[src/rtl/sync_upcount_ctrl_if.sv]
// Control/status bundle for sync_upcount_ctrl: the master drives the requests,
// the counter (slave) returns count and status flags.
interface sync_upcount_ctrl_if #(
   parameter int WIDTH = 4
);
   logic             en;
   logic             start;
   logic             mode;
   logic             load;
   logic [WIDTH-1:0] load_val;
   logic [WIDTH-1:0] counter;
   logic             tc;
   logic             wrap;
   logic             busy;
   logic             done;

   modport master (
      output en, start, mode, load, load_val,
      input  counter, tc, wrap, busy, done
   );

   modport slave (
      input  en, start, mode, load, load_val,
      output counter, tc, wrap, busy, done
   );
endinterface

[src/rtl/sync_upcount_ctrl.sv]
// Modulo up-counter 0..MAX with start/stop control, free-run or one-shot mode,
// synchronous clamped load, terminal-count flag and registered wrap pulse.
module sync_upcount_ctrl #(
   parameter int WIDTH = 4,
   parameter int MAX   = 15
) (
   input  logic                clk,
   input  logic                reset,
   sync_upcount_ctrl_if.slave  bus
);
   typedef enum logic [1:0] {IDLE, RUN, DONE} state_t;

   localparam logic [WIDTH-1:0] MAX_V = WIDTH'(MAX);

   state_t           state_q, state_d;
   logic [WIDTH-1:0] count_q, count_d;
   logic             mode_q,  mode_d;
   logic             wrap_q,  wrap_d;

   // Priority per edge: load > start > counting; wrap is a one-edge event.
   always_comb begin
      // NOTE: every signal written here gets a default first, so no path can leave one unassigned and infer a latch.
      state_d = state_q;
      count_d = count_q;
      mode_d  = mode_q;
      wrap_d  = 1'b0;
      if (bus.load) begin
         count_d = (bus.load_val > MAX_V) ? MAX_V : bus.load_val;
      end else if (bus.start) begin
         count_d = '0;
         mode_d  = bus.mode;
         state_d = RUN;
      end else if (state_q == RUN && bus.en) begin
         if (count_q < MAX_V) begin
            count_d = count_q + WIDTH'(1);
         end else if (!mode_q) begin
            count_d = '0;
            wrap_d  = 1'b1;
         end else begin
            state_d = DONE;
         end
      end
   end

   always_ff @(posedge clk or posedge reset) begin
      // NOTE: sequential state uses non-blocking assignments so every register samples pre-edge values.
      if (reset) begin
         state_q <= IDLE;
         count_q <= '0;
         mode_q  <= 1'b0;
         wrap_q  <= 1'b0;
      end else begin
         state_q <= state_d;
         count_q <= count_d;
         mode_q  <= mode_d;
         wrap_q  <= wrap_d;
      end
   end

   assign bus.counter = count_q;
   assign bus.tc      = (count_q == MAX_V);
   assign bus.wrap    = wrap_q;
   assign bus.busy    = (state_q == RUN);
   assign bus.done    = (state_q == DONE);
endmodule
[src/flat_wrapper.sv]
// flat-port wrapper written by rule: the top's interface ports become plain ports
module sync_upcount_ctrl_flat 
#(
   parameter int WIDTH = 4,
   parameter int MAX   = 15
)
  (clk, reset, bus_en, bus_start, bus_mode, bus_load, bus_load_val, bus_counter, bus_tc, bus_wrap, bus_busy, bus_done);
  sync_upcount_ctrl_if #(.WIDTH(WIDTH)) bus_i ();
  input  logic clk;
  input  logic reset;
  input wire logic [$bits(bus_i.en)-1:0] bus_en;
  input wire logic [$bits(bus_i.start)-1:0] bus_start;
  input wire logic [$bits(bus_i.mode)-1:0] bus_mode;
  input wire logic [$bits(bus_i.load)-1:0] bus_load;
  input wire logic [$bits(bus_i.load_val)-1:0] bus_load_val;
  output wire logic [$bits(bus_i.counter)-1:0] bus_counter;
  output wire logic [$bits(bus_i.tc)-1:0] bus_tc;
  output wire logic [$bits(bus_i.wrap)-1:0] bus_wrap;
  output wire logic [$bits(bus_i.busy)-1:0] bus_busy;
  output wire logic [$bits(bus_i.done)-1:0] bus_done;
  assign bus_i.en = bus_en;
  assign bus_i.start = bus_start;
  assign bus_i.mode = bus_mode;
  assign bus_i.load = bus_load;
  assign bus_i.load_val = bus_load_val;
  assign bus_counter = bus_i.counter;
  assign bus_tc = bus_i.tc;
  assign bus_wrap = bus_i.wrap;
  assign bus_busy = bus_i.busy;
  assign bus_done = bus_i.done;
  sync_upcount_ctrl #(.WIDTH(WIDTH), .MAX(MAX)) u_core (.clk(clk), .reset(reset), .bus(bus_i));
endmodule
[config.mk]
export PLATFORM = sky130hd
export DESIGN_NAME = sync_upcount_ctrl_flat
export DESIGN_NICKNAME = d
export VERILOG_FILES = /design/src/rtl/sync_upcount_ctrl_if.sv /design/src/rtl/sync_upcount_ctrl.sv /design/src/flat_wrapper.sv
export SDC_FILE = /design/constraint.sdc
export NUM_CORES = 1
export LEC_CHECK = 0
export ABC_AREA = 1
export ABC_CLOCK_PERIOD_IN_PS = 2700
export BUFFER_PORTS_ARGS = -buffer_cell sky130_fd_sc_hd__clkbuf_2
export CAP_MARGIN = 10
export CORE_AREA = 2 2 39 41
export CTS_CLUSTER_SIZE = 8
export DETAILED_ROUTE_END_ITERATION = 8
export DIE_AREA = 0 0 41 43
export GPL_TIMING_DRIVEN = 1
export SLEW_MARGIN = 30
export SYNTH_ARGS = -nofsm -noshare
export SYNTH_HDL_FRONTEND = slang
export SYNTH_SLANG_ARGS = --single-unit
[constraint.sdc]
create_clock -name clk -period 2.7 [get_ports clk]
set_clock_uncertainty 0.1 [all_clocks]
set_input_delay 0.135 -clock clk [delete_from_list [all_inputs] [get_ports clk]]
set_output_delay 0.135 -clock clk [all_outputs]
set_load 0.03 [all_outputs]
==> results of run 1 <==
report_power, final:
part,internal [mW],switching (mW),leakage (nW)
Combinational,0.0231,0.0396,0.239
Sequential,0.129,0.0119,0.0987
Clock,0.0506,0.0364,0.0138
Total,0.203,0.0879,0.351
state kept, by name, indices dropped and copies added (netlist names):
signal	count
u_core.state_q	2
u_core.mode_q	1
u_core.bus.counter	4
u_core.bus.wrap	1
through the flow:
stage          utilization (%)  instance area, µm²  cells  power (mW)
3_5_place_dp              41.0                 567     96       0.205
4_1_cts                   43.3                 599    100       0.296
5_1_grt                   43.3                 599    100       0.312
6_report                  43.3                 599    100       0.291
2_1_floorplan                -                 462     63       0.182
3_3_place_gp              41.0                 567     96       0.205
cell usage in the layout (no fill, tap or decap), types with 2 or more instances in the layout:
master    count
clkbuf_2     17
clkbuf_4      3
inv_1         8
nor2_1        3
nand3_1       4
nor2_2        2
dfrtp_1       8
nand2_1      25
o21ai_0       3
nand2_2       2
per-layer routing:
layer,share of wire (%),track usage (%),up-vias
met5,0,0,-
met4,1.5,10.0,0
met3,4.0,4.71,2
met2,45,18.8,6
met1,49,16.1,197
li1,-,-,243
final cells by class:
class | count | area [µm²]
Fill cell | 145 | 785
Inverter | 9 | 35.0
Multi-Input combinational cell | 46 | 226
Sequential cell | 8 | 200
Timing Repair Buffer | 18 | 95.1
Tap cell | 16 | 20.0
Clock buffer | 3 | 22.5
path summary, 6_finish.rpt:
| path | depth (start not counted) | endpoint |
|---|---|---|
| setup / recovery | 4 | bus_tc |
| hold / removal | 2 | u_core.bus.wrap$_DFF_PP0_ |
| setup reg to reg | 6 | u_core.state_q[0]$_DFFE_PP0P_ |
| hold reg to reg | 1 | u_core.bus.wrap$_DFF_PP0_ |
| max in group asynchronous | 3 | u_core.bus.counter[0]$_DFFE_PP0P_ |
| min in group asynchronous | 3 | u_core.state_q[0]$_DFFE_PP0P_ |
cells by family (layout without fill, tap and decap cells):
family,count (synthesis),after routing
AO/OA/AOI/OAI,4,4
flip-flops,8,8
multiplexers,1,1
adder cells (fa/ha/maj),1,1
AND/OR/NAND/NOR,40,40
buffers and inverters,9,30
==> results by group, run 1 <==
Synthesis
  – Post-synthesis xor/xnor area fraction: 0%
  – Mapped Area: 462 µm²
  – Post-synthesis compound-gate area fraction: 5.15%
  – Synthesized flop and latch total: 8
  – Most numerous cell in the Yosys netlist: nand2_1
  – Cell taking the most area after synthesis: dfrtp_1
  – Largest family of logic cells by synthesized area: simple AND/OR/NAND/NOR gates
  – Yosys warns: 0
  – Post-synthesis sequential area ratio: 43.4%
  – Adder and majority gate portion of the synthesized area: under 10%
  – Mean cell area of the mapped netlist: around 7.3 µm²
  – Synth unique cells: 16
  – FFs w/ async S/R, synth: 100%
  – Post-synth top cells: nand2_1, dfrtp_1, inv_1
  – Share of the synthesized area in the top cell type: between 40 and 50%
  – EDFF count, synth: 0
  – Synth Net Count: 74
  – Main synth FF type: dfrtp_1
  – Synth top area cells: dfrtp_1, nand2_1, inv_1
  – Post-Synthesis Cells: 63
  – Multiplexer share of the synthesized area: 2.44%
  – Synth Area in Simple Gates: 38.8%

CTS
  – Postcts setup bufs: 0
  – Cts hold-fix bufs: 1
  – H-Tree Level Count: 1
  – Post-CTS Resized: 0
  – Worst skew pair latency: ~240 ps
  – CTS clk-pin slew, worst paths: approximately 50 ps
  – Root buf cell: clkbuf_4
  – CTS tree: yes
  – Max clock buf depth: 2
  – Clock sinks: 8
  – CTS buffer count: 3

Global route
  – Vias in the first global route: 406
  – Antenna violations before repair: 0
  – Largest net degree at the start of global routing: 9
  – Global Route Usage Sum: 13.4%
  – Global-route wire length before repair: about 1.5 mm
  – Gr ovfl total: 0

Route
  – Routed vias: 448
  – Vias per cell: 4.48
  – Post-route ant nets: 0
  – Wirelength per Cell: 9.54 µm
  – Remaining DRCs: 0
  – 1st-iter DRT viols: 9
  – Pre-antenna DRT Iters: 3
  – Total wire length: 954 µm

Timing
  – Final Critical Period: 1530 ps
  – Slew Viols, Final: 0
  – Final period util: 56.8%
  – Least-Margin Pin Slew: 312 ps
  – Setup TNS: 0 ps
  – Final Hold Viols: 0
  – Fin Hold WS: 12.5 ps
  – Final setup fails: 0
  – F_max: 652 MHz
  – Relative slew slack: 79.2%
  – Setup WS post-layout: 1170 ps
  – RSZ-0062 raised after global routing: false

Floorplanning
  – Core Area: between 0.001 and 0.0015 mm²
  – Starting Density: 33.4%
  – Chip height: 43 µm
  – IO Count: 18
  – Die W: 41 µm
  – Cell Rows: 14
  – DIE AREA: 0.00176 mm²

Min path
  – Hold Path Origin: bus_start
  – Hold/Removal Path Class: in2reg

Setup path
  – Critical path's largest stage delay: 410 ps
  – Top cell family by delay on the critical path: flip-flops
  – Worst Path Arrival: 1300 ps
  – CP Cell Sequence: ha_1, nand2_1, nor2_2, clkbuf_2
  – Max stage delay cell, worst path: dfrtp_1
  – CP Launch Type: flip-flop
  – Setup crit start: u_core.bus.counter[0]$_DFFE_PP0P_
  – Setup crit end kind: output pin
  – CP Class: reg2out
  – Worst Path Required: 2470 ps
  – Worst R2R Start: u_core.bus.counter[0]$_DFFE_PP0P_
  – Buf+Inv Stages, Crit Path: 1
  – Worst R2R Setup Slack: about 1300 ps
  – Critical path peak fanout: 6

Placed design
  – DP Worst Slack: approximately 1300 ps
  – Post-DP HPWL: 763 µm
  – # port buffers: 17
  – RD Place Congestion: 0.737

Power and ir drop
  – P per Cell Area: around 480 mW/mm²
  – Static Leak: 0.351 nW
  – Worst vdd ir: 184 µV

Final layout
  – # nets final: 97
  – Ant diodes: 0
  – Area Growth Syn to Fin: 29.8%
  – Share of layout cells above drive strength 1: 32.1%

Flow run
  – Max cap viols: 0

Status
  – Outcome: finished clean
(Power assumes the default switching activity.)
==> inputs of run 2 (changes only) <==
ABC_CLOCK_PERIOD_IN_PS = 1600   (was 2700)
clock period = 1.6 ns   (was 2.7 ns; I/O delays follow)
==> run 2 against run 1 <==
Total power rose by 75%. Highest routed layer unchanged. Combinational power rose by 79%. Hold slack improved by 24 ps. Sequential cell count did not move.
==> results by group, run 2 (synthesis gave the netlist of run 1 again) <==
Status
  – Outcome: finished clean

Floorplanning
  – Starting Density: between 30 and 40%
  – Chip height: 43 µm
  – DIE AREA: roughly 0.0018 mm²
  – Core Area: 0.00138 mm²
  – IO Count: 18
  – Cell Rows: 14
  – Die W: 41 µm

Power and ir drop
  – Static Leak: 0.358 nW
  – P per Cell Area: 807 mW/mm²
  – Worst vdd ir: between 400 and 500 µV

Final layout
  – # nets final: between 90 and 100
  – Post-layout util: 45.6%
  – Most common cell after layout, fill and taps aside: nand2_1
  – Share of layout cells above drive strength 1: 33.3%
  – Most used cells in the layout excluding fill and tap cells: nand2_1, clkbuf_2, inv_1
  – Area Growth Syn to Fin: 36.6%
  – Ant diodes: 0
  – Design Area, Final: between 600 and 700 µm²
  – Max FFs per register: 4

CTS
  – CTS tree: yes
  – CTS buffer count: 3
  – Max clock buf depth: 2
  – Postcts setup bufs: 0
  – CTS clk-pin slew, worst paths: around 60 ps
  – H-Tree Level Count: 1
  – Clock sinks: 8
  – Post-CTS Resized: 0
  – Worst skew pair latency: 250 ps
  – Root buf cell: clkbuf_4

Timing
  – F_max: 673 MHz
  – Final period util: 92.9%
  – Setup WS post-layout: 113 ps
  – Slew Viols, Final: 0
  – Fin Hold WS: 36.6 ps
  – Least-Margin Pin Slew: 296 ps
  – Final Hold Viols: 0
  – Relative slew slack: about four fifths
  – Final setup fails: 0
  – Final Critical Period: 1490 ps
  – Setup TNS: 0 ps
  – RSZ-0062 raised after global routing: false

Route
  – 1st-iter DRT viols: 6
  – Remaining DRCs: 0
  – Wirelength per Cell: 10.3 µm
  – Pre-antenna DRT Iters: 4
  – Post-route ant nets: 0
  – Vias per cell: 4.56
  – Routed vias: 470
  – Total wire length: 1.06 mm

Placed design
  – DP Worst Slack: 153 ps
  – # port buffers: 17
  – Post-DP HPWL: 792 µm
  – RD Place Congestion: 0.765
  – Placed inst area: approximately 570 µm²

Global route
  – Global Route Usage Sum: between 10% and 20%
  – Global-route wire length before repair: 1.63 mm
  – Vias in the first global route: 420
  – Layer with the highest usage: met2
  – Met2 usage: 22.2%
  – Met1 Use GR: 17.1%
  – Largest net degree at the start of global routing: 9
  – Met3 GRT Util: approximately 1.6%
  – Gr ovfl total: 0
  – Antenna violations before repair: 0

Flow run
  – Max cap viols: 0

Setup path
  – Setup crit end kind: output pin
  – CP Class: reg2out
  – Worst Path Arrival: around 1300 ps
  – Worst Path Required: 1420 ps
  – CP Launch Type: flip-flop
  – Critical path peak fanout: 6

Min path
  – Hold/Removal Path Class: in2reg
==> run 2: cell types whose count changed in the layout (fill, tap and decap cells not counted), sizes merged <==
cell | previous run | this run
dlygate4sd3 | 1 | 3
clkbuf | 20 | 21
==> run 2: final timing paths <==
path / start / endpoint / slack (ps) / depth (start not counted)
setup / recovery: u_core.bus.counter[0]$_DFFE_PP0P_ / bus_tc / 110 / 4
hold / removal: bus_load_val[3] / u_core.bus.counter[3]$_DFFE_PP0P_ / 40 / 5
setup reg to reg: u_core.bus.counter[0]$_DFFE_PP0P_ / u_core.bus.counter[2]$_DFFE_PP0P_ / 130 / 9
hold reg to reg: u_core.mode_q$_DFFE_PP0P_ / u_core.bus.wrap$_DFF_PP0_ / 410 / 1
max in group asynchronous: reset / u_core.bus.counter[1]$_DFFE_PP0P_ / 950 / 3
min in group asynchronous: reset / u_core.bus.counter[3]$_DFFE_PP0P_ / 210 / 3
==> run 2: repair_timing <==
action                     CTS  global route
setup endpoints to repair    0             0
hold buffers                 3             0
hold endpoints to repair    10             0
==> run 2: final cells by class <==
cell class / count / area (µm²)
Sequential cell: 8 / 203
Inverter: 9 / 35.0
Tap cell: 16 / 20.0
Fill cell: 162 / 753
Clock buffer: 4 / 26.3
Multi-Input combinational cell: 46 / 231
Timing Repair Buffer: 20 / 115
==> run 2: power breakdown <==
group | switching (mW) | internal (mW)
sequential | 0.0214 | 0.219
combinational | 0.0692 | 0.0424
clock | 0.0621 | 0.0949
total | 0.153 | 0.356
==> run 2: metal layers <==
layer | up-vias | routed length (µm)
met5 | - | 0
met4 | 0 | 6
met3 | 2 | 44
met2 | 10 | 521
met1 | 211 | 482
li1 | 247 | -
==> run 2: worst max-delay path, cell delays in order, from the launching register on <==
cell and delay [ps]:
dfrtp_2 410, ha_1 210, nand2_1 110, nor2_4 110
clkbuf_2 210
==> run 2: through the flow <==
step	std cells	power (mW)
global placement	96	0.348
floorplan	63	0.310
finish	103	0.509
global route	103	0.550
CTS	103	0.517
detailed placement	96	0.349
